==> config.mk <==
export PLATFORM = sky130hd
export DESIGN_NAME = load_store_unit_flat
export DESIGN_NICKNAME = d
export VERILOG_FILES = /design/src/rtl/load_store_unit_if.sv /design/src/rtl/load_store_unit.sv /design/src/flat_wrapper.sv
export SDC_FILE = /design/constraint.sdc
export NUM_CORES = 1
export LEC_CHECK = 0
export BUFFER_PORTS_ARGS = -buffer_cell sky130_fd_sc_hd__buf_2
export CORE_ASPECT_RATIO = 1.4
export CORE_MARGIN = 2
export CORE_UTILIZATION = 50
export CTS_CLUSTER_SIZE = 24
export DETAILED_ROUTE_END_ITERATION = 12
export MAX_ROUTING_LAYER = met4
export PLACE_DENSITY = 0.79
export RECOVER_POWER = 50
export SYNTH_ARGS = -nofsm -noshare
export SYNTH_HDL_FRONTEND = slang
export SYNTH_SLANG_ARGS = --single-unit
==> constraint.sdc <==
create_clock -name clk -period 2.78 [get_ports clk]
set_clock_uncertainty 0.1 [all_clocks]
set_input_delay 0 -clock clk [delete_from_list [all_inputs] [get_ports clk]]
set_output_delay 0 -clock clk [all_outputs]
set_load 0.01 [all_outputs]
==> src/rtl/load_store_unit_if.sv <==
// Data-memory handshake between the load/store unit (master) and memory (slave).
interface load_store_unit_if;
  logic        mem_req;
  logic        mem_we;
  logic [31:0] mem_addr;
  logic [31:0] mem_wdata;
  logic [3:0]  mem_wstrb;
  logic        mem_ack;
  logic [31:0] mem_rdata;

  modport master (
    output mem_req, mem_we, mem_addr, mem_wdata, mem_wstrb,
    input  mem_ack, mem_rdata
  );

  modport slave (
    input  mem_req, mem_we, mem_addr, mem_wdata, mem_wstrb,
    output mem_ack, mem_rdata
  );
endinterface

==> src/rtl/load_store_unit.sv <==
// Load/store unit: validates the access, runs one memory handshake with a
// bounded wait, formats load data and stalls the pipeline while busy.
//   state | meaning
//   IDLE  | waiting for MemRead/MemWrite; illegal accesses fault here
//   BUSY  | mem_req held, waiting for mem_ack or the timeout count
//   DONE  | one-cycle result slot, Stall released, request inputs ignored
module load_store_unit #(
  parameter int unsigned TIMEOUT = 16
) (
  input  logic              clk,
  input  logic              reset,
  input  logic              MemRead,
  input  logic              MemWrite,
  input  logic [2:0]        Funct3,
  input  logic [31:0]       Addr,
  input  logic [31:0]       WrData,
  output logic [31:0]       ReadData,
  output logic              Stall,
  output logic              Fault,
  load_store_unit_if.master mem
);

  typedef enum logic [1:0] {IDLE = 2'd0, BUSY = 2'd1, DONE = 2'd2} state_t;

  localparam logic [7:0] LAST_CNT = 8'(TIMEOUT - 1);

  state_t      state_q;
  logic [7:0]  cnt_q;
  logic [31:0] read_data_q;
  logic [31:0] addr_q;
  logic [31:0] wdata_q;
  logic [3:0]  wstrb_q;
  logic        we_q;
  logic        req_q;
  logic        fault_q;
  logic [2:0]  funct3_q;
  logic [1:0]  off_q;

  logic        access;
  logic        f3_ok;
  logic        aligned;
  logic        bad;
  logic        good;
  logic        in_idle;
  logic [31:0] wdata_d;
  logic [3:0]  wstrb_d;
  logic [31:0] load_d;
  logic [7:0]  sel_byte;
  logic [15:0] sel_half;

  always_comb begin
    access = MemRead | MemWrite;
    if (MemWrite)
      f3_ok = (Funct3 == 3'b000) || (Funct3 == 3'b001) || (Funct3 == 3'b010);
    else
      f3_ok = (Funct3 != 3'b011) && (Funct3 != 3'b110) && (Funct3 != 3'b111);
    case (Funct3[1:0])
      2'b01:   aligned = ~Addr[0];
      2'b10:   aligned = (Addr[1:0] == 2'b00);
      default: aligned = 1'b1;
    endcase
    bad  = access & ((MemRead & MemWrite) | ~f3_ok | ~aligned);
    good = access & ~bad;
  end

  // Stores replicate the datum across all lanes; the strobe picks the lane.
  always_comb begin
    wdata_d = WrData;
    wstrb_d = 4'b1111;
    case (Funct3[1:0])
      2'b00: begin
        wdata_d = {4{WrData[7:0]}};
        wstrb_d = 4'b0001 << Addr[1:0];
      end
      2'b01: begin
        wdata_d = {2{WrData[15:0]}};
        wstrb_d = Addr[1] ? 4'b1100 : 4'b0011;
      end
      default: ;
    endcase
  end

  always_comb begin
    sel_byte = mem.mem_rdata[{off_q, 3'b000} +: 8];
    sel_half = off_q[1] ? mem.mem_rdata[31:16] : mem.mem_rdata[15:0];
    case (funct3_q)
      3'b000:  load_d = {{24{sel_byte[7]}}, sel_byte};
      3'b001:  load_d = {{16{sel_half[15]}}, sel_half};
      3'b100:  load_d = {24'd0, sel_byte};
      3'b101:  load_d = {16'd0, sel_half};
      default: load_d = mem.mem_rdata;
    endcase
  end

  assign in_idle       = (state_q == IDLE);
  assign Stall         = reset & ((in_idle & good) | (state_q == BUSY));
  assign Fault         = reset & ((in_idle & bad) | ((state_q == DONE) & fault_q));
  assign ReadData      = (in_idle & bad) ? 32'd0 : read_data_q;
  assign mem.mem_req   = req_q;
  assign mem.mem_we    = we_q;
  assign mem.mem_addr  = addr_q;
  assign mem.mem_wdata = wdata_q;
  assign mem.mem_wstrb = wstrb_q;

  always_ff @(posedge clk or negedge reset) begin
    if (!reset) begin
      state_q     <= IDLE;
      cnt_q       <= 8'd0;
      read_data_q <= 32'd0;
      addr_q      <= 32'd0;
      wdata_q     <= 32'd0;
      wstrb_q     <= 4'd0;
      we_q        <= 1'b0;
      req_q       <= 1'b0;
      fault_q     <= 1'b0;
      funct3_q    <= 3'd0;
      off_q       <= 2'd0;
    end else begin
      case (state_q)
        IDLE: begin
          if (good) begin
            addr_q   <= {Addr[31:2], 2'b00};
            we_q     <= MemWrite;
            wdata_q  <= MemWrite ? wdata_d : 32'd0;
            wstrb_q  <= MemWrite ? wstrb_d : 4'd0;
            funct3_q <= Funct3;
            off_q    <= Addr[1:0];
            cnt_q    <= 8'd0;
            req_q    <= 1'b1;
            state_q  <= BUSY;
          end else if (bad) begin
            read_data_q <= 32'd0;
          end
        end
        BUSY: begin
          if (mem.mem_ack) begin
            if (!we_q) read_data_q <= load_d;
            fault_q <= 1'b0;
            req_q   <= 1'b0;
            state_q <= DONE;
          end else if (cnt_q == LAST_CNT) begin
            read_data_q <= 32'd0;
            fault_q     <= 1'b1;
            req_q       <= 1'b0;
            state_q     <= DONE;
          end else begin
            cnt_q <= cnt_q + 8'd1;
          end
        end
        DONE: begin
          fault_q <= 1'b0;
          state_q <= IDLE;
        end
        default: state_q <= IDLE;
      endcase
    end
  end

endmodule

==> src/flat_wrapper.sv <==
// flat-port wrapper written by rule: the top's interface ports become plain ports
module load_store_unit_flat 
#(
  parameter int unsigned TIMEOUT = 16
)
  (clk, reset, MemRead, MemWrite, Funct3, Addr, WrData, ReadData, Stall, Fault, mem_mem_req, mem_mem_we, mem_mem_addr, mem_mem_wdata, mem_mem_wstrb, mem_mem_ack, mem_mem_rdata);
  load_store_unit_if mem_i ();
  input  logic clk;
  input  logic reset;
  input  logic MemRead;
  input  logic MemWrite;
  input  logic [2:0] Funct3;
  input  logic [31:0] Addr;
  input  logic [31:0] WrData;
  output logic [31:0] ReadData;
  output logic Stall;
  output logic Fault;
  output wire logic [$bits(mem_i.mem_req)-1:0] mem_mem_req;
  output wire logic [$bits(mem_i.mem_we)-1:0] mem_mem_we;
  output wire logic [$bits(mem_i.mem_addr)-1:0] mem_mem_addr;
  output wire logic [$bits(mem_i.mem_wdata)-1:0] mem_mem_wdata;
  output wire logic [$bits(mem_i.mem_wstrb)-1:0] mem_mem_wstrb;
  input wire logic [$bits(mem_i.mem_ack)-1:0] mem_mem_ack;
  input wire logic [$bits(mem_i.mem_rdata)-1:0] mem_mem_rdata;
  assign mem_mem_req = mem_i.mem_req;
  assign mem_mem_we = mem_i.mem_we;
  assign mem_mem_addr = mem_i.mem_addr;
  assign mem_mem_wdata = mem_i.mem_wdata;
  assign mem_mem_wstrb = mem_i.mem_wstrb;
  assign mem_i.mem_ack = mem_mem_ack;
  assign mem_i.mem_rdata = mem_mem_rdata;
  load_store_unit #(.TIMEOUT(TIMEOUT)) u_core (.clk(clk), .reset(reset), .MemRead(MemRead), .MemWrite(MemWrite), .Funct3(Funct3), .Addr(Addr), .WrData(WrData), .ReadData(ReadData), .Stall(Stall), .Fault(Fault), .mem(mem_i));
endmodule
=== Yosys cells after proc, flatten, opt, wreduce, memory -nomap -nowiden ===
Index checks and enable logic that the tools add are counted.

* Output and inout bits: 104
* Register bits after elaboration: 116
* Input port bits: 104

* Reduce and logical (&&, ||, !) cells: 17
* Bitwise operators: 17
* Muxes and demuxes: 31
* Shift-type cells: 2
* Eq/ne operators: 20
* $add $sub $neg: 1

{| class="wikitable"
|+ Operator list
! kind !! count
|-
| $mux W32 || 7
|-
| $pmux W32 S2 || 2
|-
| $pmux W32 S4 || 1
|-
| $shiftx A32 B6 Y8 || 1
|-
| $mux W8 || 3
|-
| $mux W16 || 1
|-
| $pmux W8 S2 || 1
|-
| $ne A3 B3 Y1 const B || 4
|-
| $add A8 B1 Y8 const B || 1
|-
| $and A1 B1 Y1 || 8
|-
| $eq A8 B4 Y1 const B || 1
|-
| $mux W4 || 2
|-
| $pmux W4 S2 || 1
|-
| $eq A3 B1 Y1 const B || 2
|-
| $eq A3 B3 Y1 const B || 2
|-
| $logic_not A2 Y1 || 3
|-
| $logic_not A3 Y1 || 2
|-
| $mux W1 || 6
|-
| $mux W2 || 3
|-
| $ne A2 B2 Y1 const B || 3
|-
| $pmux W1 S2 || 3
|-
| $reduce_and A2 Y1 || 3
|-
| $or A1 B1 Y1 || 5
|-
| $reduce_and A5 Y1 || 1
|-
| other kinds (13) || 22
|}

=== Depth between registers and ports, before layout ===
* Depth after elaboration: 13
* Mapped depth: 10
* Mapped depth without buffers: 7

=== Worst setup path before layout ===
OpenSTA, ideal clock, no wires.

* Path type: flip-flop to flip-flop
* Start: register u_core.cnt_q[4]
* End: register u_core.read_data_q[10]
* Period minus slack after synthesis: 2.021 ns
* Buffers on the path: 1
* Slack: 0.759 ns
* Stages on the path, launching flop included: 7
* Required time: 2.555 ns
* Arrival time: 1.796 ns
* Library setup time: 0.125 ns
* Path through: dfrtp_1 -> nor4_1 -> nand2_1 -> nor2_1 -> o221a_4 -> buf_6 -> mux2_4

* Word-level cells in the longest chain between the ends: 3

{| class="wikitable"
|+ RTL lines
! item !! line !! source
|-
| start: declaration || load_store_unit.sv:28 || <nowiki>logic [7:0] cnt_q;</nowiki>
|-
| start signal: assignment || load_store_unit.sv:147 || <nowiki>cnt_q <= cnt_q + 8'd1;</nowiki>
|-
| $eq A8 B4 Y1 || load_store_unit.sv:141 || <nowiki>end else if (cnt_q == LAST_CNT) begin</nowiki>
|-
| $ne A3 B3 Y1 (no source line) || - ||
|-
| $reduce_and A5 Y1 (no source line) || - ||
|-
| end signal: assignment || load_store_unit.sv:137 || <nowiki>if (!we_q) read_data_q <= load_d;</nowiki>
|-
| end: declaration || load_store_unit.sv:29 || <nowiki>logic [31:0] read_data_q;</nowiki>
|}

No other way between the ends.
A chain may end at the register's enable or synchronous reset.

=== Worst setup path in the final report ===
* Start: register u_core.funct3_q[1]
* End: register u_core.read_data_q[6]

* Word-level cells in the longest chain between the ends: 5
* Elaborated cells between the ends (all ways): 8
* Those cells by class: eq/ne: 3; mux: 4; reduce/logical: 1

{| class="wikitable"
|+ RTL lines
! item !! line !! source
|-
| start: declaration || load_store_unit.sv:36 || <nowiki>logic [2:0] funct3_q;</nowiki>
|-
| start signal: assignment || load_store_unit.sv:126 || <nowiki>funct3_q <= Funct3;</nowiki>
|-
| $eq A3 B3 Y1 (tied with other cells) || load_store_unit.sv:86 || <nowiki>case (funct3_q)</nowiki>
|-
| $pmux W32 S4 (*) || load_store_unit.sv:86 ||
|-
| $mux W32 (*) || load_store_unit.sv:137 ||
|-
| $mux W32 (*) || load_store_unit.sv:136 || <nowiki>if (mem.mem_ack) begin</nowiki>
|-
| $pmux W32 S2 (*) || load_store_unit.sv:119 || <nowiki>case (state_q)</nowiki>
|}

Every way passes the cells marked *; elsewhere a longest branch is shown, timed or not. The select of a mux whose other input is x is not followed.

==> report_table.html <==
<table>
<tr><th>Metric</th><th>Value</th></tr>
<tr><th colspan="2">STA</th></tr>
<tr><td>Hold slack</td><td>-0.00287 ns</td></tr>
<tr><td>Final-layout setup total negative slack</td><td>0 ns</td></tr>
<tr><td>Final critical delay including setup and external delays</td><td>2.62 ns</td></tr>
<tr><td>Worst-margin pin slew</td><td>around 1.1 ns</td></tr>
<tr><td>Maximum clock rate</td><td>382 MHz</td></tr>
<tr><td>Hold violation total from the final report</td><td>1</td></tr>
<tr><td>Total of endpoints with negative setup slack in the final report</td><td>0</td></tr>
<tr><td>Post-route fraction of the period consumed by the critical path</td><td>94.1%</td></tr>
<tr><td>Slew Viols, Final</td><td>0</td></tr>
<tr><td>Unrepaired setup endpoints after global routing</td><td>no</td></tr>
<tr><td>Headroom to the max-slew limit</td><td>a little over a quarter</td></tr>
<tr><th colspan="2">Synth</th></tr>
<tr><td>Post-synthesis instance total</td><td>561</td></tr>
<tr><td>Largest family of logic cells by synthesized area</td><td>multiplexers</td></tr>
<tr><td>Proportion of register bits with asynchronous set or reset after synthesis</td><td>100%</td></tr>
<tr><td>Fraction of the yosys area taken by sequential cells</td><td>49.4%</td></tr>
<tr><td>Mux share of post-synthesis cell area</td><td>17.3%</td></tr>
<tr><td>Post-synthesis cell type count</td><td>49</td></tr>
<tr><td>Mean Syn Cell Area</td><td>10.5 µm²</td></tr>
<tr><td>Share of the synthesized area in compound gates (AO/OA/AOI/OAI)</td><td>between 10% and 20%</td></tr>
<tr><td>Xor and xnor area share after synthesis</td><td>0.895%</td></tr>
<tr><td>Primary FF master, synth</td><td>dfrtp_1</td></tr>
<tr><td>EDFF count, synth</td><td>0</td></tr>
<tr><td>Simple logic cell fraction of the synthesized area</td><td>14.0%</td></tr>
<tr><td>Register bit total from synthesis</td><td>about 120</td></tr>
<tr><td>Cell area after synthesis</td><td>0.00587 mm²</td></tr>
<tr><td>Number of warnings reported in the yosys synthesis log</td><td>0</td></tr>
<tr><td>Post-Synth Adder-Cell Area</td><td>1.06%</td></tr>
<tr><th colspan="2">Route</th></tr>
<tr><td>Average vias per placed instance</td><td>5.54</td></tr>
<tr><td>Count of nets left with antenna violations after detail routing</td><td>0</td></tr>
<tr><td>Routed wirelength normalized by instance count</td><td>18.3 µm</td></tr>
<tr><td>DRT Pass-1 Iters</td><td>5</td></tr>
<tr><td>Routed via count</td><td>5705</td></tr>
<tr><td>Initial DRC count</td><td>274</td></tr>
<tr><td>Final wirelength</td><td>18.8 mm</td></tr>
<tr><td>Remaining DRCs</td><td>0</td></tr>
<tr><th colspan="2">Pwr</th></tr>
<tr><td>Final total power</td><td>6.44 mW</td></tr>
<tr><td>Switching share of power</td><td>between 30% and 40%</td></tr>
<tr><td>Part of the power in registers</td><td>38.0%</td></tr>
<tr><td>Combinational cell fraction of total power</td><td>a little under a third</td></tr>
<tr><td>Power per standard cell area</td><td>~750 mW/mm²</td></tr>
<tr><td>Clock share of power</td><td>between 30% and 40%</td></tr>
<tr><td>Total leakage power</td><td>about 4.2 nW</td></tr>
<tr><td>Peak supply drop</td><td>0.629 mV</td></tr>
<tr><td>Internal power component</td><td>4.30 mW</td></tr>
<tr><td>Switching Power</td><td>approximately 2.1 mW</td></tr>
<tr><th colspan="2">Outcome</th></tr>
<tr><td>Result of the run</td><td>finished, violations left</td></tr>
<tr><td>Failing checks</td><td>hold timing</td></tr>
<tr><th colspan="2">Setup path</th></tr>
<tr><td>Delay-heaviest family, CP</td><td>buffers and inverters</td></tr>
<tr><td>Biggest fanout along the worst timing path</td><td>28</td></tr>
<tr><td>Type of element launching the critical path</td><td>flop</td></tr>
<tr><td>Critical-path top delay cell</td><td>dlygate4sd3_1</td></tr>
<tr><td>Data arrival at the endpoint of the critical path</td><td>between 2 and 3 ns</td></tr>
<tr><td>Crit path largest cell delay</td><td>0.56 ns</td></tr>
<tr><td>WS Path Type</td><td>reg2reg</td></tr>
<tr><td>Required time at the worst-slack endpoint</td><td>2.97 ns</td></tr>
<tr><td>Kind of end point of the critical path</td><td>flop</td></tr>
<tr><td>Critical path buffers and inverters</td><td>2</td></tr>
<tr><td>Cells traversed along the worst timing path</td><td>buf_4, nor2_1, a31oi_1, o221a_2, dlygate4sd3_1, mux2_4</td></tr>
<tr><td>R2R Setup Slk</td><td>approximately 0.16 ns</td></tr>
<tr><th colspan="2">Clock network</th></tr>
<tr><td>Num CTS Buffers</td><td>17</td></tr>
<tr><td>Number of buffers on the longest clock path</td><td>2</td></tr>
<tr><td>Clock root buffer</td><td>clkbuf_16</td></tr>
<tr><td>Clock insertion delay at the later pin of the skew report</td><td>0.41 ns</td></tr>
<tr><td>Maximum level of the CTS H-tree</td><td>4</td></tr>
<tr><td>Clock tree from TritonCTS</td><td>done</td></tr>
<tr><td>Clock sink count</td><td>~120</td></tr>
<tr><td>Clock-pin slew of the registers on the worst-case setup and hold paths</td><td>~0.050 ns</td></tr>
<tr><th colspan="2">Final layout</th></tr>
<tr><td>Area grow syn2layout</td><td>46.6%</td></tr>
<tr><td>Share of the core filled with cells</td><td>about three quarters</td></tr>
<tr><td>NumNets Final</td><td>983</td></tr>
<tr><td>Number of inserted diodes</td><td>0</td></tr>
<tr><td>Layout cell share with drive strength beyond 1</td><td>28.1%</td></tr>
<tr><td>Fillcell total</td><td>737</td></tr>
<tr><th colspan="2">Place</th></tr>
<tr><td>HPWL after detailed placement</td><td>11.5 mm</td></tr>
<tr><td>Port-buffer cells</td><td>between 200 and 250</td></tr>
<tr><td>Routability congestion estimate from global placement</td><td>0.867</td></tr>
<tr><th colspan="2">Floorplan</th></tr>
<tr><td>Chip Height</td><td>roughly 130 µm</td></tr>
<tr><td>Rows</td><td>46</td></tr>
<tr><td>Horizontal die dimension</td><td>95.6 µm</td></tr>
<tr><td>Die Area</td><td>0.0126 mm²</td></tr>
<tr><td>Ports</td><td>between 200 and 250</td></tr>
<tr><td>Placeable core region</td><td>approximately 0.011 mm²</td></tr>
<tr><td>Initial core utilization</td><td>51.5%</td></tr>
<tr><th colspan="2">Worst hold path</th></tr>
<tr><td>Hold crit path type</td><td>in2async</td></tr>
<tr><th colspan="2">Global route</th></tr>
<tr><td>Number of antenna violations at the first check in global routing</td><td>0</td></tr>
<tr><td>Remaining global-route overflow</td><td>0</td></tr>
<tr><td>Pin count of the biggest net entering global routing</td><td>53</td></tr>
<tr><td>Global-route usage over all layers</td><td>31.2%</td></tr>
<tr><td>Wire length of the first global-routing pass</td><td>29.8 mm</td></tr>
<tr><td>Via count of the first global-routing pass</td><td>around 6300</td></tr>
<tr><th colspan="2">Run</th></tr>
<tr><td>Max_cap viols</td><td>0</td></tr>
</table>
## metal layers
metal	wire (µm)	track usage (%)
met5	0	-
met4	874	16.5
met3	1190	7.03
met2	10000	53.1
met1	6730	32.9
## power by group through the flow
stage	sequential [mW]	combinational [mW]	clock, mW
floorplan	2.47	1.11	0
global placement	2.41	1.82	0
detailed placement	2.44	1.87	0
CTS	2.42	2.01	2.05
global route	2.50	2.15	2.12
finish	2.45	1.97	2.02
## state kept, by name (all words and copies together), names as in the netlist
register and count:
u_core.funct3_q 3, u_core.mem.mem_we 1, u_core.mem.mem_addr 30, u_core.read_data_q 32, u_core.fault_q 1, u_core.off_q 2
u_core.state_q 2, u_core.mem.mem_wdata 32, u_core.mem.mem_wstrb 4, u_core.mem.mem_req 1, u_core.cnt_q 8
## worst register-to-register path, stage by stage (launching register included)
cell and delay, ns:
dfrtp_1 0.53, buf_4 0.31, nor2_1 0.41, a31oi_1 0.17
o221a_2 0.15, dlygate4sd3_1 0.56, mux2_4 0.27
## cell usage after synthesis, drive strengths merged, types with 2 or more instances
master  number  area [µm²]
clkbuf      23        86.3
a21oi       35         175
a21boi       2        15.0
and3         4        25.0
a22o        10        87.6
nor3         3        15.0
and2        33         206
nor2        57         214
nand3b       2        15.0
a211oi       3        22.5
o21ai       51         255
ha           5        62.6
or3          4        25.0
mux2        65         845
dfrtp      116        2900
nand2b       5        31.3
a221oi       2        17.5
o221a        8        98.9
or2          2        12.5
nand3        3        15.0
buf         15        98.8
xnor2        3        26.3
nor4         2        18.8
a31oi        8        50.1
xor2         3        26.3
mux2i       17         170
inv          9        33.8
nand2       59         221
## timing repair
action	in CTS	in global routing
hold endpoints to repair	143	0
hold buffers	112	0
resized for setup	0	4
buffers inserted	0	0
setup endpoints to repair	0	1
## stage by stage
| step | setup WS, ns | cell area, µm² | std cells |
|---|---|---|---|
| 2_1_floorplan | 0.759 | 5880 | 562 |
| 3_3_place_gp | 0.557 | 7020 | 887 |
| 3_5_place_dp | 0.486 | 7020 | 887 |
| 4_1_cts | 0.0174 | 8690 | 1029 |
| 5_1_grt | 0.0559 | 8610 | 1029 |
| 6_report | 0.163 | 8610 | 1029 |
## worst paths after layout
| check | start | to | cells after the start |
|---|---|---|---|
| max reg2reg | u_core.funct3_q[1] | u_core.read_data_q[6] | 6 |
| max in group asynchronous | reset | u_core.read_data_q[5] | 3 |
| min in group clk | mem_mem_rdata[15] | u_core.read_data_q[15] | 4 |
| max | u_core.funct3_q[1] | u_core.read_data_q[6] | 6 |
| min | reset | u_core.mem.mem_wdata[11] | 2 |
| min reg2reg | u_core.mem.mem_wstrb[2] | u_core.mem.mem_wstrb[2] | 2 |
## kinds of logic (layout without fill, tap and decap cells)
group,count (synthesis),in the layout
AND/OR/NAND/NOR,177,177
buffers and inverters,47,370
flip-flops,116,116
AO/OA/AOI/OAI,127,127
XOR/XNOR,6,6
adder cells (fa/ha/maj),5,5
multiplexers,82,82
other,1,2
## final cells by class
| class | instances | area, µm² | share of cell area [%] |
|---|---|---|---|
| clock buffer | 25 | 495 | 5.75 |
| clock inverter | 5 | 50.0 | 0.581 |
| inverter | 9 | 33.8 | 0.392 |
| multi-input combinational | 399 | 2760 | 32.1 |
| sequential | 116 | 2900 | 33.7 |
| tap | 144 | 180 | 2.09 |
| timing repair buffer | 331 | 2190 | 25.4 |
## placed cells by master, fill, tap and decap left out, types with 10 or more instances in the layout
cell           instances
clkbuf_16             17
buf_2                136
mux2_4                30
o21ai_0               48
mux2_2                29
nand2_1               59
and2_1                33
dlygate4sd3_1        112
a21oi_1               35
buf_4                 11
clkbuf_1              72
nor2_1                57
mux2i_1               17
a22o_1                10
dfrtp_1              116
No activity file was read; power rests on OpenSTA's default activity.
